File: config.mk
export PLATFORM = sky130hd
export DESIGN_NAME = bcd_conv_scheduler_flat
export DESIGN_NICKNAME = d
export VERILOG_FILES = /design/src/rtl/bcd_conv_scheduler_pkg.sv /design/src/rtl/bcd_conv_scheduler_if.sv /design/src/rtl/bcd_conv_scheduler_arbiter.sv /design/src/rtl/bcd_conv_scheduler.sv /design/src/flat_wrapper.sv
export SDC_FILE = /design/constraint.sdc
export NUM_CORES = 1
export LEC_CHECK = 0
export BUFFER_PORTS_ARGS = -buffer_cell sky130_fd_sc_hd__buf_2
export CORE_ASPECT_RATIO = 0.8
export CORE_MARGIN = 8
export CORE_UTILIZATION = 42
export CTS_CLUSTER_DIAMETER = 200
export DETAILED_ROUTE_END_ITERATION = 10
export PLACE_DENSITY = 0.87
export REMOVE_ABC_BUFFERS = 1
export SKIP_CTS_REPAIR_TIMING = 1
export SLEW_MARGIN = 20
export SYNTH_ARGS = -nofsm -noshare
export SYNTH_HDL_FRONTEND = slang
export SYNTH_SLANG_ARGS = --single-unit
File: constraint.sdc
create_clock -name CLK -period 1.5 [get_ports CLK]
set_input_delay 0.075 -clock CLK [delete_from_list [all_inputs] [get_ports CLK]]
set_output_delay 0.075 -clock CLK [all_outputs]
set_load 0.05 [all_outputs]
File: src/rtl/bcd_conv_scheduler_pkg.sv
// Shared types and constants for the BCD converter scheduler: FSM states,
// converter register map and the poll-counter sizing helper.
package bcd_conv_scheduler_pkg;

    typedef enum logic [3:0] {
        IDLE,
        W_CLR,
        W_OPA,
        W_GO,
        P_ISS,
        P_CHK,
        W_STOP,
        R_ISS,
        R_CAP,
        DONE_ACK
    } state_t;

    localparam int ADDR_W = 6;
    localparam int DATA_W = 16;

    localparam logic [ADDR_W-1:0] ADDR_OPA    = 6'h04;
    localparam logic [ADDR_W-1:0] ADDR_INIT   = 6'h08;
    localparam logic [ADDR_W-1:0] ADDR_RESULT = 6'h0C;
    localparam logic [ADDR_W-1:0] ADDR_DONE   = 6'h10;

    localparam int unsigned TIMEOUT_POLLS_DEF = 64;

    // Bits needed to hold the value n itself without wrapping.
    function automatic int unsigned cnt_width(input int unsigned n);
        return (n < 2) ? 1 : $clog2(n + 1);
    endfunction

endpackage

File: src/rtl/bcd_conv_scheduler_if.sv
// Requester handshake plus converter-peripheral bus, seen from the scheduler
// (master) and from the requesters/peripheral side (slave).
interface bcd_conv_scheduler_if;
    import bcd_conv_scheduler_pkg::*;

    logic              req0;
    logic              req1;
    logic [DATA_W-1:0] op0;
    logic [DATA_W-1:0] op1;
    logic              ack0;
    logic              ack1;
    logic [DATA_W-1:0] bcd_out;
    logic              err;
    logic              busy;

    logic              bus_cs;
    logic              bus_wr;
    logic              bus_rd;
    logic [ADDR_W-1:0] bus_addr;
    logic [DATA_W-1:0] bus_dout;
    logic [DATA_W-1:0] bus_din;

    modport master (
        input  req0, req1, op0, op1, bus_din,
        output ack0, ack1, bcd_out, err, busy,
        output bus_cs, bus_wr, bus_rd, bus_addr, bus_dout
    );

    modport slave (
        output req0, req1, op0, op1, bus_din,
        input  ack0, ack1, bcd_out, err, busy,
        input  bus_cs, bus_wr, bus_rd, bus_addr, bus_dout
    );

endinterface

File: src/rtl/bcd_conv_scheduler_arbiter.sv
// Two-input round-robin arbiter; the pointer names the requester that wins a tie
// and moves away from whoever was last served when the scheduler says so.
module bcd_rr_arbiter (
    input  logic CLK,
    input  logic reset,
    input  logic req0_i,
    input  logic req1_i,
    input  logic update_i,
    input  logic last_id_i,
    output logic gnt_vld_o,
    output logic gnt_id_o
);

    logic ptr_q;
    logic ptr_d;

    always_ff @(posedge CLK) begin
        if (reset) begin
            ptr_q <= 1'b0;
        end else begin
            ptr_q <= ptr_d;
        end
    end

    always_comb begin
        ptr_d = ptr_q;
        if (update_i) begin
            ptr_d = ~last_id_i;
        end
    end

    assign gnt_vld_o = req0_i | req1_i;
    assign gnt_id_o  = (req0_i & req1_i) ? ptr_q : req1_i;

endmodule

File: src/rtl/bcd_conv_scheduler.sv
// Serialises binary-to-BCD conversions from two requesters onto one converter
// peripheral: program operand, start, poll DONE with timeout, read result, ack.
module bcd_conv_scheduler
    import bcd_conv_scheduler_pkg::*;
#(
    parameter int unsigned TIMEOUT_POLLS = TIMEOUT_POLLS_DEF
) (
    input  logic                 CLK,
    input  logic                 reset,
    bcd_conv_scheduler_if.master conv_io
);

    localparam int unsigned        CNT_W    = cnt_width(TIMEOUT_POLLS);
    localparam logic [CNT_W-1:0]   CNT_LAST = CNT_W'(TIMEOUT_POLLS - 1);

    state_t            state_q, state_d;
    logic              id_q, id_d;
    logic [DATA_W-1:0] op_q, op_d;
    logic [CNT_W-1:0]  cnt_q, cnt_d;
    logic              tmo_q, tmo_d;
    logic [DATA_W-1:0] bcd_q, bcd_d;

    logic              gnt_vld;
    logic              gnt_id;

    logic              cs, wr, rd;
    logic [ADDR_W-1:0] addr;
    logic [DATA_W-1:0] dout;
    logic              ack0, ack1, err;

    bcd_rr_arbiter u_arb (
        .CLK       (CLK),
        .reset     (reset),
        .req0_i    (conv_io.req0),
        .req1_i    (conv_io.req1),
        .update_i  (state_q == DONE_ACK),
        .last_id_i (id_q),
        .gnt_vld_o (gnt_vld),
        .gnt_id_o  (gnt_id)
    );

    always_ff @(posedge CLK) begin
        if (reset) begin
            state_q <= IDLE;
            id_q    <= 1'b0;
            op_q    <= '0;
            cnt_q   <= '0;
            tmo_q   <= 1'b0;
            bcd_q   <= '0;
        end else begin
            state_q <= state_d;
            id_q    <= id_d;
            op_q    <= op_d;
            cnt_q   <= cnt_d;
            tmo_q   <= tmo_d;
            bcd_q   <= bcd_d;
        end
    end

    always_comb begin
        state_d = state_q;
        id_d    = id_q;
        op_d    = op_q;
        cnt_d   = cnt_q;
        tmo_d   = tmo_q;
        bcd_d   = bcd_q;
        case (state_q)
            IDLE: begin
                if (gnt_vld) begin
                    id_d    = gnt_id;
                    op_d    = gnt_id ? conv_io.op1 : conv_io.op0;
                    cnt_d   = '0;
                    tmo_d   = 1'b0;
                    state_d = W_CLR;
                end
            end
            W_CLR:  state_d = W_OPA;
            W_OPA:  state_d = W_GO;
            W_GO:   state_d = P_ISS;
            P_ISS:  state_d = P_CHK;
            P_CHK: begin
                if (conv_io.bus_din[0]) begin
                    state_d = W_STOP;
                end else begin
                    cnt_d = cnt_q + CNT_W'(1);
                    if (cnt_q == CNT_LAST) begin
                        tmo_d   = 1'b1;
                        state_d = W_STOP;
                    end else begin
                        state_d = P_ISS;
                    end
                end
            end
            // A timed-out conversion never reads RESULT, so bcd_out keeps its old value.
            W_STOP: state_d = tmo_q ? DONE_ACK : R_ISS;
            R_ISS:  state_d = R_CAP;
            R_CAP: begin
                bcd_d   = conv_io.bus_din;
                state_d = DONE_ACK;
            end
            DONE_ACK: state_d = IDLE;
            default:  state_d = IDLE;
        endcase
    end

    always_comb begin
        cs   = 1'b0;
        wr   = 1'b0;
        rd   = 1'b0;
        addr = '0;
        dout = '0;
        ack0 = 1'b0;
        ack1 = 1'b0;
        err  = 1'b0;
        case (state_q)
            W_CLR, W_STOP: begin
                cs   = 1'b1;
                wr   = 1'b1;
                addr = ADDR_INIT;
            end
            W_OPA: begin
                cs   = 1'b1;
                wr   = 1'b1;
                addr = ADDR_OPA;
                dout = op_q;
            end
            W_GO: begin
                cs   = 1'b1;
                wr   = 1'b1;
                addr = ADDR_INIT;
                dout = 16'h0001;
            end
            P_ISS: begin
                cs   = 1'b1;
                rd   = 1'b1;
                addr = ADDR_DONE;
            end
            R_ISS: begin
                cs   = 1'b1;
                rd   = 1'b1;
                addr = ADDR_RESULT;
            end
            DONE_ACK: begin
                ack0 = ~id_q;
                ack1 = id_q;
                err  = tmo_q;
            end
            default: begin
            end
        endcase
    end

    assign conv_io.bus_cs   = cs;
    assign conv_io.bus_wr   = wr;
    assign conv_io.bus_rd   = rd;
    assign conv_io.bus_addr = addr;
    assign conv_io.bus_dout = dout;
    assign conv_io.ack0     = ack0;
    assign conv_io.ack1     = ack1;
    assign conv_io.err      = err;
    assign conv_io.busy     = (state_q != IDLE);
    assign conv_io.bcd_out  = bcd_q;

endmodule
File: src/flat_wrapper.sv
// flat-port wrapper written by rule: the top's interface ports become plain ports
module bcd_conv_scheduler_flat import bcd_conv_scheduler_pkg::*;
#(
    parameter int unsigned TIMEOUT_POLLS = TIMEOUT_POLLS_DEF
)
  (CLK, reset, conv_io_req0, conv_io_req1, conv_io_op0, conv_io_op1, conv_io_bus_din, conv_io_ack0, conv_io_ack1, conv_io_bcd_out, conv_io_err, conv_io_busy, conv_io_bus_cs, conv_io_bus_wr, conv_io_bus_rd, conv_io_bus_addr, conv_io_bus_dout);
  bcd_conv_scheduler_if conv_io_i ();
  input  logic CLK;
  input  logic reset;
  input wire logic [$bits(conv_io_i.req0)-1:0] conv_io_req0;
  input wire logic [$bits(conv_io_i.req1)-1:0] conv_io_req1;
  input wire logic [$bits(conv_io_i.op0)-1:0] conv_io_op0;
  input wire logic [$bits(conv_io_i.op1)-1:0] conv_io_op1;
  input wire logic [$bits(conv_io_i.bus_din)-1:0] conv_io_bus_din;
  output wire logic [$bits(conv_io_i.ack0)-1:0] conv_io_ack0;
  output wire logic [$bits(conv_io_i.ack1)-1:0] conv_io_ack1;
  output wire logic [$bits(conv_io_i.bcd_out)-1:0] conv_io_bcd_out;
  output wire logic [$bits(conv_io_i.err)-1:0] conv_io_err;
  output wire logic [$bits(conv_io_i.busy)-1:0] conv_io_busy;
  output wire logic [$bits(conv_io_i.bus_cs)-1:0] conv_io_bus_cs;
  output wire logic [$bits(conv_io_i.bus_wr)-1:0] conv_io_bus_wr;
  output wire logic [$bits(conv_io_i.bus_rd)-1:0] conv_io_bus_rd;
  output wire logic [$bits(conv_io_i.bus_addr)-1:0] conv_io_bus_addr;
  output wire logic [$bits(conv_io_i.bus_dout)-1:0] conv_io_bus_dout;
  assign conv_io_i.req0 = conv_io_req0;
  assign conv_io_i.req1 = conv_io_req1;
  assign conv_io_i.op0 = conv_io_op0;
  assign conv_io_i.op1 = conv_io_op1;
  assign conv_io_i.bus_din = conv_io_bus_din;
  assign conv_io_ack0 = conv_io_i.ack0;
  assign conv_io_ack1 = conv_io_i.ack1;
  assign conv_io_bcd_out = conv_io_i.bcd_out;
  assign conv_io_err = conv_io_i.err;
  assign conv_io_busy = conv_io_i.busy;
  assign conv_io_bus_cs = conv_io_i.bus_cs;
  assign conv_io_bus_wr = conv_io_i.bus_wr;
  assign conv_io_bus_rd = conv_io_i.bus_rd;
  assign conv_io_bus_addr = conv_io_i.bus_addr;
  assign conv_io_bus_dout = conv_io_i.bus_dout;
  bcd_conv_scheduler #(.TIMEOUT_POLLS(TIMEOUT_POLLS)) u_core (.CLK(CLK), .reset(reset), .conv_io(conv_io_i));
endmodule
## Yosys cells after proc, flatten, opt, wreduce, memory -nomap -nowiden

Cells that the tools add are included.

| cells by class | value |
|---|---|
| mux-type cells | 22 |
| reductions and logical operators | 10 |
| bitwise operators | 3 |
| equal/unequal tests | 13 |
| add/sub/neg operators | 1 |

Operator list:

| cell | number |
|---|---|
| $pmux 4 s9 | 1 |
| $pmux 16 s2 | 1 |
| $pmux 5 s4 | 1 |
| $eq 4x3->1 const B | 4 |
| $mux 16 | 1 |
| $mux 7 | 2 |
| $pmux 7 s2 | 1 |
| $mux 4 | 3 |
| $mux 1 | 10 |
| $eq 4x2->1 const B | 2 |
| $eq 4x4->1 const B | 2 |
| $add 7x1->7 const B | 1 |
| $eq 7x6->1 const B | 1 |
| $reduce_or 6->1 | 1 |
| $eq 4x1->1 const B | 1 |
| $logic_not 4->1 | 1 |
| $ne 2x1->1 const B | 2 |
| $reduce_and 4->1 | 1 |
| $reduce_bool 4->1 | 1 |
| $reduce_or 4->1 | 1 |
| $reduce_and 3->1 | 1 |
| $reduce_or 3->1 | 1 |
| $mux 2 | 1 |
| $ne 2x2->1 const B | 1 |
| other kinds (7) | 7 |

| word-level totals | value |
|---|---|
| bits in registers | 46 |

## Longest topological paths before layout

| depth | value |
|---|---|
| word-level depth | 4 |
| gate-level depth with buffers | 7 |

## Cells and area by module

A second synthesis with hierarchy kept.

| unflattened totals | value |
|---|---|
| cells, all modules | 265 |
| area total of the unflattened synthesis | 2358.5 µm² |

By module, submodules not included:

| module | sequential area each (µm²) | cells an instance | times used | area each (µm²) |
|---|---|---|---|---|
| bcd_conv_scheduler | 900.9 | 259 | 1 | 2304.7 |
| bcd_rr_arbiter | 20.0 | 6 | 1 | 53.8 |

## Worst setup path before layout

OpenSTA, ideal clock, no wires.

| timing path | value |
|---|---|
| path kind | reg-to-output |
| start | register u_core.state_q[0] |
| end | output conv_io_bus_cs |
| cell stages (with the launch flop) | 5 |
| required time | 1425 ps |
| path buffers | 1 |
| arrival time | 2411 ps |
| path slack | -986 ps |
| path through | dfxtp_1 clkbuf_1 nor2_1 a211oi_1 or2_2 |

| on the way | value |
|---|---|
| longest elaborated chain between the ends | 3 |
| elaborated cells on any way between the ends | 8 |
| those cells by class | eq/ne (6); mux (1); reduce/logical (1) |

Ends and longest elaborated chain:

| item | line | RTL |
|---|---|---|
| start, declared | bcd_conv_scheduler.sv:16 | `state_t state_q, state_d;` |
| start signal, assigned | bcd_conv_scheduler.sv:51 | `state_q <= state_d;` |
| $eq 4x1->1, or another cell as far along | bcd_conv_scheduler.sv:115 | `case (state_q)` |
| $reduce_or 6->1 (no source line) * | n/a |  |
| $mux 1 * | bcd_conv_scheduler.sv:115 |  |
| end, declared | flat_wrapper.sv:20 | `output wire logic [$bits(conv_io_i.bus_cs)-1:0] conv_io_bus_cs;` |

Mark *: on every way between the ends. The rest lies on a longest branch, timed or not.

## Worst setup path after layout

| timing path | value |
|---|---|
| start | register u_core.state_q[3] |
| end | output conv_io_bus_dout[15] |

| on the way | value |
|---|---|
| longest elaborated chain between the ends | 2 |
| elaborated cells on any way between the ends | 3 |
| those cells by class | eq/ne (2); mux (1) |

Ends and longest elaborated chain:

| item | line | RTL |
|---|---|---|
| $eq 4x2->1 | bcd_conv_scheduler.sv:115 |  |
| $pmux 16 s2 * | bcd_conv_scheduler.sv:115 |  |
| end, declared | flat_wrapper.sv:24 | `output wire logic [$bits(conv_io_i.bus_dout)-1:0] conv_io_bus_dout;` |

Marked as above.

==> results_dict.tcl <==
set metrics [dict create \
    cpPeakStageDelay_ps 340 \
    clock_latency_ps 300 \
    drc_errors 0 \
    hold_depth 3 \
    crit_path_end_kind "output port" \
    crit_slowest_cell "dfxtp_2" \
    avgViaCountPerCell 5.07 \
    antennaDiodeCount 0 \
    wl_um 6350 \
    yosys_warnings 0 \
    critPathBufInv 3 \
    finalSetupViolations 67 \
    hp-class "in2reg" \
    finalMaxSlewViolations 0 \
    row_count 23 \
    clock_skew_ps 6.69 \
    start_kind "flop" \
    status "complete, but fails checks" \
    numCtsBuffers 5 \
    power_mw 2.78 \
    vias 2201 \
    ys_seq_area_frac 0.420 \
    synthCells 269 \
    cts_tree "yes" \
    p_leak_nw 1.49 \
    rsz0062_at_grt "yes" \
    core_area_sq_um 5040 \
    crit_type "reg2out" \
    crit_top_cell "buf_6" \
    track_usage 0.144 \
    cts.sinks 46 \
    crit_path_cell_trace "buf_6 -> nand2b_4 -> nor3_4 -> buf_6 -> and2_4 -> buf_8" \
    fin_nets 425 \
    min_period_ps 1710 \
    avgRoutedWirePerCell_um 14.6 \
    root_buffer "clkbuf_8" \
    clkTransAtPathRegs_ps 80 \
    maxCapViolations 0 \
    fin_area_sq_um 3290 \
    synth_seq_cells 46 \
    reg2reg_depth 5 \
    grt_max_degree 23 \
    violations "setup timing" \
    synth_cell_types 37 \
    cp_num_cells 6 \
    routabilityCongestion 0.795 \
    drtPass1Iterations 4 \
    synth-async-reset-ratio 0 \
    fp.dieH_um 80.6 \
    drive_above_1_share 0.427 \
    io_pins 97 \
    finalCritPeriodShare 1.14 \
    peakVddDrop_v 0.000521 \
    powerDensity_nw_per_um2 845 \
    ctsHtreeMaxLevel 2 \
    cp_max_fo 8 \
    cts_buffer_depth 2 \
    portBuffers 93 \
    ys.flop_type "dfxtp_1" \
    area_growth_syn_to_layout_pct 50.0 \
    netlist_area_sq_um 2190 \
    die_area_sq_um 7810 \
    placed_area_sq_um 2820 \
    drtIter0Drc 95 \
    crit_arrival_ps 1640 \
    fin_ws_ps -214 \
    fp.dieW_um 96.8 \
    start_util 0.436 \
    seq_area_sq_um 923 \
    required_ps 1420 \
    synth_edf_count 0 \
    dp_hpwl_um 4410 \
    clock.fmax_ghz 0.583 \
    cp_top_family "simple AND/OR/NAND/NOR gates" \
    n_fill_cell 396 \
    ant_nets 0 \
    antenna_found_initial 0 \
    hold_viol 0 \
    grt_pass1_vias 2101 \
    multi_input_area_sq_um 1270 \
    grt_pass1_wl_um 9360 \
    gr-total-overflow 0 \
    synth_area_per_cell_sq_um 8.15 \
]
## tightest hold or removal path, stage by stage
cell and delay [ps]:
buf_2 90, nand2_1 40, a21oi_1 50
## registers in the layout (all words and copies together) (netlist names)
name	count
u_core.tmo_q	1
u_core.u_arb.ptr_q	1
u_core.op_q	16
u_core.conv_io.bcd_out	16
u_core.id_q	1
u_core.state_q	4
u_core.cnt_q	7
## path summary, 6_finish.rpt
kind / endpoint / slack (ps) / from
worst min-delay path: u_core.conv_io.bcd_out[11]$_SDFFE_PP0N_ / 10 / conv_io_bus_din[11]
worst min register to register: u_core.conv_io.bcd_out[10]$_SDFFE_PP0N_ / 450 / u_core.conv_io.bcd_out[10]$_SDFFE_PP0N_
worst max register to register: u_core.cnt_q[0]$_SDFFE_PP0P_ / -180 / u_core.state_q[2]$_SDFFE_PP0P_
worst max-delay path: conv_io_bus_dout[15] / -210 / u_core.state_q[3]$_SDFFE_PP0P_
## Yosys cell counts (all sizes together) (2+ instances only)
cell type / count / area, sq um
dfxtp: 46 / 921
nand2: 36 / 135
nor2: 30 / 120
a21oi: 22 / 110
and2: 18 / 113
a211oi: 17 / 128
mux2i: 17 / 170
nor3: 14 / 70.1
buf: 13 / 80.1
clkbuf: 12 / 45.0
o21ai: 6 / 30.0
inv: 4 / 15.0
nand3: 4 / 20.0
nor2b: 4 / 25.0
nand2b: 3 / 18.8
xnor2: 3 / 26.3
a211o: 2 / 17.5
and3b: 2 / 17.5
nor4: 2 / 12.5
o221ai: 2 / 17.5
## metrics by stage
| step | hold WS (ps) | worst slack (ps) | setup TNS, ps | utilization | cells |
|---|---|---|---|---|---|
| global placement | 318 | -96.3 | -1560 | 0.559 | 420 |
| floorplan | 144 | -1050 | -28200 | - | 246 |
| CTS | -1.29 | -315 | -9220 | 0.575 | 427 |
| global route | 2.88 | -307 | -13620 | 0.653 | 434 |
| detailed placement | 323 | -157 | -2450 | 0.559 | 420 |
| finish | 13.4 | -214 | -7660 | 0.653 | 434 |
## power by group
part           internal [mW]  switching (mW)
sequential              1.29          0.0387
combinational          0.323           0.428
clock                  0.313           0.387
## per-layer routing
layer  share of wire  up-vias  global-route usage  wire [um]
li1                -     1117                   -          -
met1            0.43      995               0.165       2730
met2            0.48       79               0.238       3060
met3           0.075       10              0.0548        477
met4           0.014        0              0.0551         87
met5               0        -                   0          0
## cells in the final DEF, fill, tap and decap left out, drive strengths merged
cell type  Yosys  final
or3            1      1
and3b          2      2
o221ai         2      2
xnor2          3      3
or2            1      1
buf           13    119
o21ai          6      6
a211oi        17     17
clkbuf        12      5
nor2b          4      4
a2bb2oi        1      1
xor2           1      1
nand2b         3      3
nand2         36     36
nor3          14     14
nor2          30     30
nor4           2      2
nand3          4      4
mux2i         17     17
and2          18     18
or4            1      1
inv            4      4
a21oi         22     22
o31a           1      1
a32o           1      1
nor4bb         1      1
conb           1      3
clkinv         0      2
dfxtp         46     46
nand4bb        1      1
a211o          2      2
a22oi          1      1
ha             1      1
## cell families after synthesis
family | count (synthesis) | share of synthesized area
simple gates | 118 | 0.261
compound gates | 53 | 0.154
flops | 46 | 0.420
buf+inv | 29 | 0.0639
mux | 17 | 0.0776
xor+xnor | 4 | 0.0160
fa+ha+maj | 1 | 0.00570
other cells | 1 | 0.00171
## cell type report
type	instances	area share
timing repair buffer	119	0.281
clock inverter	2	0.00304
clock buffer	5	0.0209
inverter	4	0.00456
sequential	46	0.281
multi-input combinational	196	0.386
tap	62	0.0236
No activity file was read; power rests on OpenSTA's default activity.
